$ cat config.mk
export PLATFORM = sky130hd
export DESIGN_NAME = akumulator_neurona
export DESIGN_NICKNAME = d
export VERILOG_FILES = /design/src/rtl/ann_pkg.sv /design/src/rtl/sm_pretvorba.sv /design/src/rtl/akumulator_neurona.sv
export SDC_FILE = /design/constraint.sdc
export NUM_CORES = 1
export LEC_CHECK = 0
export CAP_MARGIN = 25
export CORE_MARGIN = 2
export CORE_UTILIZATION = 57
export DETAILED_ROUTE_END_ITERATION = 12
export MAX_ROUTING_LAYER = met4
export PLACE_DENSITY = 0.89
export SLEW_MARGIN = 5
export SYNTH_ARGS = -nofsm -noshare
export SYNTH_HDL_FRONTEND = slang
export SYNTH_SLANG_ARGS = --single-unit
$ cat constraint.sdc
create_clock -name clk -period 5.2 [get_ports clk]
set_input_delay 1.56 -clock clk [delete_from_list [all_inputs] [get_ports clk]]
set_output_delay 1.56 -clock clk [all_outputs]
set_load 0.02 [all_outputs]
$ cat src/rtl/ann_pkg.sv
// Shared definitions for the neuron datapath: data widths, the largest
// sign-magnitude magnitude and the accumulator FSM state encoding.
package ann_pkg;

    localparam int unsigned DATA_W = 16;
    localparam int unsigned FRAC_W = 12;

    // Largest positive sign-magnitude value (+7.99976 in Q3.12)
    localparam logic [DATA_W-1:0] SM_MAX = 16'h7FFF;

    typedef enum logic [1:0] {
        ST_ACC  = 2'd0,
        ST_BIAS = 2'd1,
        ST_SAT  = 2'd2,
        ST_OUT  = 2'd3
    } state_e;

endpackage

$ cat src/rtl/sm_pretvorba.sv
// Sign-magnitude to two's-complement conversion (combinational).
// Ports:
//   sm_i : sign-magnitude word (bit 15 sign, bits 14:0 magnitude)
//   tc_o : same value in two's complement; negative zero maps to 0
module sm_pretvorba
    import ann_pkg::*;
(
    input  logic        [DATA_W-1:0] sm_i,
    output logic signed [DATA_W-1:0] tc_o
);

    logic signed [DATA_W-1:0] mag_c;

    // Magnitude is at most 0x7FFF, so negation never overflows and -0 == 0
    assign mag_c = {1'b0, sm_i[DATA_W-2:0]};
    assign tc_o  = sm_i[DATA_W-1] ? -mag_c : mag_c;

endmodule

$ cat src/rtl/akumulator_neurona.sv
// Neuron accumulator: sums N_INPUTS sign-magnitude Q3.12 products, adds a
// bias captured with the first product, saturates to +/-32767 and returns
// a sign-magnitude Q3.12 pre-activation value over a valid/ready handshake.
// Optional build macro AKUMULATOR_RELU_EN: negative results become 0x0000.
// Ports:
//   clk, rst            : clock, synchronous active-high reset
//   in_valid / in_ready : product input handshake (ready only in ACC)
//   product, bias       : sign-magnitude Q3.12 inputs
//   out_valid/out_ready : result handshake, sum held stable while valid
//   sum                 : sign-magnitude Q3.12 result (never 0x8000)
module akumulator_neurona
    import ann_pkg::*;
#(
    parameter int unsigned N_INPUTS = 60,
    parameter int unsigned ACC_W    = 24
) (
    input  logic              clk,
    input  logic              rst,
    input  logic              in_valid,
    output logic              in_ready,
    input  logic [DATA_W-1:0] product,
    input  logic [DATA_W-1:0] bias,
    output logic              out_valid,
    input  logic              out_ready,
    output logic [DATA_W-1:0] sum
);

    localparam int unsigned EXT_W = ACC_W - DATA_W;
    localparam logic [7:0]  LAST_CNT = 8'(N_INPUTS - 1);
    localparam logic signed [ACC_W-1:0] SAT_HI = ACC_W'(SM_MAX);
    localparam logic signed [ACC_W-1:0] SAT_LO = -SAT_HI;

    state_e state_q, state_d;

    logic signed [ACC_W-1:0]  acc_q, acc_d;
    logic [7:0]               cnt_q, cnt_d;
    logic signed [DATA_W-1:0] bias_q, bias_d;
    logic [DATA_W-1:0]        sum_q, sum_d;
    logic                     in_ready_q, in_ready_d;
    logic                     out_valid_q, out_valid_d;

    logic signed [DATA_W-1:0] prod_tc_c, bias_tc_c, clamp_c;
    logic                     accept_c, last_c, clamp_neg_c;
    logic [DATA_W-2:0]        clamp_mag_c;

    sm_pretvorba u_prod_conv (
        .sm_i (product),
        .tc_o (prod_tc_c)
    );

    sm_pretvorba u_bias_conv (
        .sm_i (bias),
        .tc_o (bias_tc_c)
    );

    assign accept_c = in_valid && in_ready_q;
    assign last_c   = (cnt_q == LAST_CNT);

    // Clamp the full-width accumulator into the symmetric 16-bit range
    always_comb begin
        clamp_c = acc_q[DATA_W-1:0];
        if (acc_q > SAT_HI) begin
            clamp_c = $signed(SM_MAX);
        end else if (acc_q < SAT_LO) begin
            clamp_c = -$signed(SM_MAX);
        end
    end

    assign clamp_neg_c = clamp_c[DATA_W-1];
    assign clamp_mag_c = clamp_neg_c ? (DATA_W-1)'(-clamp_c) : (DATA_W-1)'(clamp_c);

    // State register
    always_ff @(posedge clk) begin
        if (rst) begin
            state_q <= ST_ACC;
        end else begin
            state_q <= state_d;
        end
    end

    // Next-state logic
    always_comb begin
        state_d = state_q;
        case (state_q)
            ST_ACC:  if (accept_c && last_c) state_d = ST_BIAS;
            ST_BIAS: state_d = ST_SAT;
            ST_SAT:  state_d = ST_OUT;
            ST_OUT:  if (out_ready) state_d = ST_ACC;
            default: state_d = ST_ACC;
        endcase
    end

    // Handshake outputs follow the upcoming state so they are registered
    always_comb begin
        in_ready_d  = (state_d == ST_ACC);
        out_valid_d = (state_d == ST_OUT);
    end

    // Datapath next-state: accumulate, add bias, saturate, release
    always_comb begin
        acc_d  = acc_q;
        cnt_d  = cnt_q;
        bias_d = bias_q;
        sum_d  = sum_q;
        case (state_q)
            ST_ACC: begin
                if (accept_c) begin
                    acc_d = acc_q + {{EXT_W{prod_tc_c[DATA_W-1]}}, prod_tc_c};
                    cnt_d = last_c ? 8'd0 : cnt_q + 8'd1;
                    if (cnt_q == 8'd0) begin
                        bias_d = bias_tc_c;
                    end
                end
            end
            ST_BIAS: begin
                acc_d = acc_q + {{EXT_W{bias_q[DATA_W-1]}}, bias_q};
            end
            ST_SAT: begin
                // Negative results always have non-zero magnitude, so no -0
`ifdef AKUMULATOR_RELU_EN
                sum_d = clamp_neg_c ? '0 : {1'b0, clamp_mag_c};
`else
                sum_d = {clamp_neg_c, clamp_mag_c};
`endif
            end
            ST_OUT: begin
                if (out_ready) begin
                    acc_d = '0;
                end
            end
            default: ;
        endcase
    end

    // Datapath and output registers
    always_ff @(posedge clk) begin
        if (rst) begin
            acc_q       <= '0;
            cnt_q       <= 8'd0;
            bias_q      <= '0;
            sum_q       <= '0;
            in_ready_q  <= 1'b1;
            out_valid_q <= 1'b0;
        end else begin
            acc_q       <= acc_d;
            cnt_q       <= cnt_d;
            bias_q      <= bias_d;
            sum_q       <= sum_d;
            in_ready_q  <= in_ready_d;
            out_valid_q <= out_valid_d;
        end
    end

    assign in_ready  = in_ready_q;
    assign out_valid = out_valid_q;
    assign sum       = sum_q;

endmodule

# After elaboration in Yosys (flattened, before gate mapping)

Index checks and enable logic that the tools add are counted.

Add/sub/neg operators: 6
Order comparisons: 2
Equal/unequal tests: 7
Mux-type cells: 12
Reduce and logical (&&, ||, !) cells: 9

Operator list:

| cell                 | number |
|---|---|
| $pmux 24 s3          | 1 |
| $mux 16              | 4 |
| $add 24x24->24       | 2 |
| $mux 24              | 2 |
| $neg 15->16          | 2 |
| $gt 24x16->1 const B | 1 |
| $lt 24x16->1 const B | 1 |
| $mux 15              | 1 |
| $neg 15->15          | 1 |
| $add 8x1->8 const B  | 1 |
| $eq 8x6->1 const B   | 1 |
| $logic_not 8->1      | 1 |
| $mux 8               | 1 |
| $pmux 2 s4           | 1 |
| $eq 2x2->1 const B   | 3 |
| $reduce_and 3->1     | 2 |
| $logic_not 2->1      | 2 |
| $mux 2               | 2 |
| $ne 2x2->1 const B   | 2 |
| $reduce_bool 3->1    | 1 |
| $eq 2x1->1 const B   | 1 |
| $logic_and 1x1->1    | 2 |
| $reduce_and 2->1     | 1 |

Register bits after elaboration: 68
Input bits: 36
Output and inout bits: 18
Logic and storage cells: 43

# Longest topological paths before layout

Gate-level depths: netlist of the first run.

Depth in word-level cells: 5
Depth in mapped cells: 17
Gate-level depth less buffers: 16

# Modules after synthesis

From an unflattened synthesis of the first run, not the netlist that was laid out.

Cells, all modules: 621
Area, all modules: 4922.2 um2

By module, submodules not included:

| module             | times used | cells each | area each (um2) | seq. area each (um2) |
|---|---|---|---|---|
| akumulator_neurona | 1          | 525        | 4226.6          | 1361.3 |
| sm_pretvorba       | 2          | 48         | 347.8           | 0.0 |

# Worst setup path before layout of the first run

OpenSTA, ideal clock, no wires.

Path kind: input -> register
Start point: input product[5]
End point: register acc_q[23]
Library setup time: 130 ps
Data arrival time: 4810 ps
Path slack: 261 ps
Stages on the path: 15
Buffers on the path: 0
Cell sequence: nor4_2 -> nand4_1 -> or2_2 -> o41ai_1 -> xor2_1 -> o21ai_0 -> ha_1 -> a21o_1 -> a21o_1 -> a21o_1 -> or3b_1 -> o21a_1 -> and4_1 -> o31ai_1 -> o31ai_1

Word-level cells in the longest chain between the ends: 5

RTL lines:

| what                 | line                      | RTL |
|---|---|---|
| start, declared      | akumulator_neurona.sv:21  | `input logic [DATA_W-1:0] product,` |
| $neg 15->16          | sm_pretvorba.sv:16        | `assign tc_o = sm_i[DATA_W-1] ? -mag_c : mag_c;` |
| $mux 16 *            | sm_pretvorba.sv:16        |  |
| $add 24x24->24 *     | akumulator_neurona.sv:108 | `acc_d = acc_q + {{EXT_W{prod_tc_c[DATA_W-1]}}, prod_tc_c};` |
| $mux 24 *            | akumulator_neurona.sv:107 | `if (accept_c) begin` |
| $pmux 24 s3 *        | akumulator_neurona.sv:105 | `case (state_q)` |
| end signal, assigned | akumulator_neurona.sv:138 | `acc_q <= '0;` |
| end signal, assigned | akumulator_neurona.sv:145 | `acc_q <= acc_d;` |
| end, declared        | akumulator_neurona.sv:35  | `logic signed [ACC_W-1:0] acc_q, acc_d;` |

Mark *: on every way between the ends. The rest lies on a longest branch, timed or not. The select of a mux whose other input is x is not followed.
A chain may end at the register's enable or synchronous reset.

# Final worst setup path of the first run

Start point: input product[9]
End point: register acc_q[23]

Same word-level chain as after synthesis.

==> results of run 1 <==
worst min path at each step:
stage                    start         end  slack, ns
floorplan           bias_q[15]  bias_q[15]       0.45
global placement       sum[10]     sum[10]       0.44
detailed placement      sum[3]      sum[3]       0.45
CTS                    sum[14]     sum[14]       0.46
global route            sum[2]      sum[2]       0.47
finish                  sum[3]      sum[3]       0.46
metal layers:
| layer | vias up | global-route usage, % | wire length (microns) |
|---|---|---|---|
| met2 | 173 | 50.9 | 6310 |
| met1 | 2269 | 32.7 | 5320 |
| met4 | 0 | 10.6 | 212 |
| met5 | - | - | 0 |
| li1 | 2424 | - | - |
| met3 | 24 | 3.49 | 666 |
through the flow:
step | utilization [%] | std cells | power [mW] | area (sq um) | TNS [ns]
global placement | 69.4 | 802 | 1.30 | 5730 | -0.550
detailed placement | 69.4 | 802 | 1.33 | 5730 | -0.963
CTS | 72.3 | 818 | 1.82 | 5970 | 0
finish | 72.7 | 818 | 1.83 | 6000 | 0
floorplan | - | 630 | 1.11 | 4870 | 0
global route | 72.7 | 818 | 1.94 | 6000 | -0.0340
cell families (layout without fill, tap and decap cells):
group,count (synthesis),count (layout)
AO/OA/AOI/OAI,176,176
XOR/XNOR,49,49
adder cells (fa/ha/maj),32,32
buffers and inverters,49,132
flip-flops,68,68
multiplexers,10,10
AND/OR/NAND/NOR,246,246
final cells by class:
cell class,instances,area share [%]
Multi-Input combinational cell,513,55.8
Sequential cell,68,22.7
Timing Repair Buffer,97,14.4
Tap cell,105,2.19
Clock buffer,9,2.06
Clock inverter,7,1.65
Inverter,19,1.19
synthesized netlist by cell type (all sizes together) (9+ instances only):
library cell and n:
xnor2 18, clkbuf 25, nor4 9, mux2i 9, a21o 9, a21oi 45, or3 10, nand4 9
a211oi 18, nor3 13, nand2 69, nand2b 9, o21ai 49, nor2b 10, nor2 79, xor2 31
ha 31, inv 18, dfxtp 68, nand3 16
report_power, final:
part / switching, mW / internal, mW
clock: 0.223 / 0.273
sequential: 0.0787 / 0.568
combinational: 0.361 / 0.324
total: 0.662 / 1.16
flip-flops by register name (all words and copies together), names as in the netlist:
register,flops
state_q,2
acc_q,24
in_ready,1
bias_q,16
cnt_q,8
sum,16
out_valid,1
worst register-to-register path, stage by stage, from the launching register on:
cell and delay [ns]:
dfxtp_1 0.60, nor2b_1 0.12, buf_4 0.24, o21ai_0 0.29, ha_1 0.26, inv_1 0.06
fa_1 0.38, nor2b_1 0.23, o31ai_2 0.11, a2111oi_2 0.40, o31ai_1 0.20, o21ai_2 0.19
buf_4 0.14, nand3_1 0.10, or3_1 0.33, nand3_1 0.09
what timing repair did:
item	in CTS	in global routing
cloned	0	0
resized for setup	2	7
pin swaps	0	3
setup endpoints to repair	1	1
==> impl_metrics.csv, run 1 <==
group,metric,value,unit
status,status,"completed",
yosys,synth_simple_gate_area_share,24.8,%
routing,post-route-drc-count,0,
final_layout,diodes,0,
setup_path,crit_arrival,5.29,ns
yosys,ys.flop_type,"dfxtp_1",
placed_design,pre_cts_ws,-0.338,ns
yosys,yosysTopAreaCellShare,28.0,%
sta,finalMaxSlewViolations,0,
yosys,yosys_register_bits,68,
clock_network,cts.clk_slew.worst_paths,0.08,ns
floorplan,rows,33,
sta,worst_slew_pin_slew,0.960,ns
yosys,syn_inst,630,
yosys,synthAdderAreaFrac,8.38,%
yosys,synth_compound_area_share,24.0,%
grt,grt_max_degree,39,
yosys,yosysWarnings,0,
routing,ant_nets,0,
routing,routed_wl,12500,microns
routing,num_vias,4890,
final_layout,multi_input_area,3350,sq um
setup_path,crit_chain,"clkdlybuf4s50_1 > nor3_2 > nand4_1 > or2_4 > o41ai_4 > xor2_1 > o21ai_0 > ha_1 > a21o_1 > a21o_1 > a21o_1 > or3b_1 > o21a_1 > and4_1 > o31ai_2 > o31ai_1",
final_layout,syn2layout_area_growth,23.3,%
sta,hold_viol,0,
clock_network,cts_root_buf,"clkbuf_8",
sta,finalWorstSetupSlack,0.114,ns
yosys,synth_area,4870,sq um
power_and_ir_drop,power.density,304,nW/um^2
sta,fin_crit_sh,97.8,%
sta,holdWs,0.455,ns
clock_network,clock_sinks,68,
yosys,async_flop_share,0,%
placed_design,gp_congestion,0.933,
sta,fin_skew,0.00737,ns
setup_path,path_class,"in2reg",
floorplan,io_pins,54,
worst_hold_path,hp-class,"reg2reg",
setup_path,cp-endpoint,"acc_q[23]",
clock_network,clk_latency,0.34,ns
setup_path,timing.critical_path.buf_inv,1,
clock_network,clockBufferDepth,2,
worst_hold_path,hold_path_depth,2,
floorplan,die_area,9290,sq um
yosys,synth_cell_types,69,
setup_path,cpMaxStageDelayCell,"clkdlybuf4s50_1",
setup_path,r2r_slack,1.38,ns
yosys,synth_area_leaders,"dfxtp_1, ha_1, nor2_1, xor2_1, nand2_1",
final_layout,drive_above_1_share,11.6,%
power_and_ir_drop,leakage,2.39,nW
yosys,synthMuxAreaShare,2.08,%
yosys,yosys.area_share.xor_xnor,8.82,%
final_layout,layout_common_cells,"nor2_1, nand2_1, dfxtp_1, clkdlybuf4s50_1",
clock_network,cts_tree,"done",
clock_network,htree_levels,3,
grt,antenna_found_initial,0,
power_and_ir_drop,peakVddDrop,0.161,mV
yosys,seq_area_frac_synth,28.0,%
placed_design,dp_hpwl,9550,microns
sta,min_period,5.09,ns
sta,setup_viol,0,
floorplan,fp.dieH,96.4,microns
setup_path,path_depth,16,
setup_path,cp-start-kind,"primary input",
final_layout,ff_latch_area,1360,sq um
sta,max_freq,197,MHz
yosys,synth_top_family_by_area,"simple AND/OR/NAND/NOR gates",
clock_network,cts_buffers,9,
floorplan,die_w,96.4,microns
placed_design,portBuffers,53,
sta,slew_headroom,35.9,%
setup_path,critPathMaxStageDelay,0.44,ns
setup_path,crit_path_end_kind,"flop",
yosys,syn_nets,698,
floorplan,coreArea,8260,sq um
clock_network,hold_buffers,0,
setup_path,crit_top_cell,"a21o_1",
grt,grt_pass1_wl,20500,microns
setup_path,regToRegEndpoint,"acc_q[22]",
floorplan,initial_utilization,58.9,%
yosys,synth_edf_count,0,
final_layout,final_common_cell,"nor2_1",
setup_path,worstPathRequired,5.40,ns
routing,drt_iter0_drc,230,
routing,via_per_inst,5.98,
routing,drtPass1Iterations,5,
clock_network,post-cts-setup-buffers,0,
setup_path,r2r_cells,15,
setup_path,startpoint,"product[9]",
grt,overflow,0,
flow_run,drv_cap,0,
setup_path,crit_fanout,3,
yosys,avgSynthCellArea,7.73,sq um
routing,wl_per_cell,15.3,microns
setup_path,crit_family,"compound AO/OA/AOI/OAI gates",
setup_path,reg2reg_from,"state_q[1]",
final_layout,num-nets-final,776,
grt,track_usage,28.5,%
yosys,synth_top_cell_by_area,"dfxtp_1",
grt,grt_pass1_vias,4663,
final_layout,nFillCells,662,
Note: power is estimated with default switching activity, not from simulation.
==> run 2, diff against run 1 <==
--- a/config.mk
+++ b/config.mk
@@ -9,6 +9,7 @@
 export CORE_MARGIN = 2
 export CORE_UTILIZATION = 57
 export DETAILED_ROUTE_END_ITERATION = 12
+export GPL_TIMING_DRIVEN = 0
 export MAX_ROUTING_LAYER = met4
 export PLACE_DENSITY = 0.89
 export SLEW_MARGIN = 5
==> impl_metrics.csv, run 2 (synthesized netlist as in run 1, its figures left out) <==
group,metric,value,unit
clock_network,hold_buffers,0,
sta,fin_crit_sh,97.2,%
setup_path,cp-start-kind,"primary input",
final_layout,syn2layout_area_growth,19.6,%
final_layout,largest_register,"acc_q",
final_layout,diodes,0,
floorplan,rows,33,
final_layout,stdcell_count,805,
placed_design,pre_cts_ws,-0.650,ns
routing,num_vias,4883,
final_layout,drive_above_1_share,6.86,%
clock_network,cts.clk_slew.worst_paths,0.08,ns
floorplan,die_w,96.4,microns
setup_path,path_class,"in2reg",
placed_design,gp_congestion,0.940,
placed_design,dpl.cell_count,787,
routing,met3_length,562,microns
sta,fin_skew,0.0109,ns
power_and_ir_drop,power.density,305,nW/um^2
floorplan,io_pins,54,
clock_network,cts_root_buf,"clkbuf_8",
grt,grt_max_degree,14,
routing,via_per_inst,6.07,
routing,drtPass1Iterations,5,
clock_network,htree_levels,3,
grt,antenna_found_initial,0,
sta,hold_viol,0,
floorplan,coreArea,8260,sq um
final_layout,largest_register_ffs,24,
final_layout,final_common_cell,"nor2_1",
sta,worst_slew_pin_slew,0.697,ns
routing,routed_wl,13100,microns
sta,slew_headroom,53.5,%
sta,min_period,5.05,ns
grt,track_usage,29.7,%
sta,finalSetupTns,0,ns
final_layout,nFillCells,668,
sta,finalWorstSetupSlack,0.148,ns
sta,max_freq,198,MHz
setup_path,worstPathRequired,5.42,ns
routing,wl_per_cell,16.2,microns
flow_run,drv_cap,0,
floorplan,fp.dieH,96.4,microns
power_and_ir_drop,leakage,2.24,nW
setup_path,crit_path_end_kind,"flop",
sta,finalMaxSlewViolations,0,
placed_design,portBuffers,52,
final_layout,layout_common_cells,"nor2_1, nand2_1, dfxtp_1, clkdlybuf4s50_1, a21oi_1",
sta,setup_viol,0,
worst_hold_path,hp-class,"reg2reg",
sta,holdWs,0.457,ns
routing,wl_met1,5580,microns
floorplan,die_area,9290,sq um
power_and_ir_drop,peakVddDrop,0.171,mV
grt,grt_pass1_wl,21100,microns
placed_design,dp_hpwl,10000,microns
clock_network,cts_buffers,9,
final_layout,num-nets-final,763,
sta,rsz0062_at_grt,"false",
routing,post-route-drc-count,0,
grt,grt_pass1_vias,4643,
routing,wl_met2,6560,microns
clock_network,clock_sinks,68,
routing,ant_nets,0,
status,status,"completed",
setup_path,crit_fanout,5,
grt,overflow,0,
routing,highest_layer,"met4",
clock_network,cts_tree,"done",
setup_path,crit_arrival,5.27,ns
routing,drt_iter0_drc,256,
clock_network,clk_latency,0.35,ns
floorplan,initial_utilization,58.9,%
clock_network,clockBufferDepth,2,
==> run 2: changes by cell type in the layout (fill, tap and decap cells not counted), moves of 2 or more <==
cell             delta
buf_4              -42
clkbuf_1           +25
buf_2               +2
clkdlybuf4s50_1     -2
inv_1               -2
inv_2               +2
==> run 2: what timing repair did <==
action,CTS,global route
gates cloned,0,0
pin swaps,1,3
gates resized for setup,4,17
setup endpoints to repair,3,5
buffers inserted,1,1
==> run 2: layer usage <==
| metal | vias to the layer above | GRT usage [%] |
|---|---|---|
| met5 | - | - |
| met4 | 0 | 12.4 |
| met3 | 35 | 4.03 |
| met2 | 165 | 53.2 |
| met1 | 2289 | 33.3 |
| li1 | 2394 | - |
==> run 2: worst max-delay path: stages <==
cell and delay, ns:
clkdlybuf4s50_1 0.47, inv_2 0.11, ha_4 0.16, nand4_1 0.11, or2_4 0.27, o41ai_4 0.22
xor2_1 0.19, o21ai_1 0.09, ha_1 0.38, a21o_1 0.18, a21o_1 0.19, a21o_1 0.22
or3b_1 0.35, o21a_1 0.20, and4_1 0.21, o31ai_2 0.25, o31ai_1 0.11
==> run 2: area by class of cell <==
| type | count | area, sq um | share of cell area [%] |
|---|---|---|---|
| multi-input cells | 513 | 3370 | 57.9 |
| well taps | 105 | 131 | 2.26 |
| plain buffers | 30 | 128 | 2.19 |
| clock buffers | 10 | 128 | 2.19 |
| clock inverters | 6 | 88.8 | 1.53 |
| repair buffers | 54 | 544 | 9.35 |
| inverters | 19 | 71.3 | 1.23 |
| flip-flops and latches | 68 | 1360 | 23.4 |
==> run 2: final timing paths <==
path	start	end	slack, ns	cells past startpoint
setup / recovery	product[1]	acc_q[23]	0.15	17
hold / removal	sum[15]	sum[15]	0.46	2
setup reg to reg	state_q[0]	acc_q[20]	0.46	17
hold reg to reg	sum[15]	sum[15]	0.46	2
==> run 2: where the power goes <==
| part | internal (mW) | leakage, nW | switching [mW] |
|---|---|---|---|
| sequential | 0.568 | 0.556 | 0.0711 |
| combinational | 0.280 | 1.58 | 0.370 |
| clock | 0.270 | 0.102 | 0.217 |
==> run 2: per-stage QoR <==
| step | instance area [sq um] | utilization [%] | total power, mW |
|---|---|---|---|
| after floorplan | 4870 | - | 1.11 |
| after global placement | 5520 | 66.8 | 1.25 |
| after detailed placement | 5520 | 66.8 | 1.28 |
| after CTS | 5760 | 69.8 | 1.76 |
| after global routing | 5820 | 70.5 | 1.88 |
| final | 5820 | 70.5 | 1.78 |
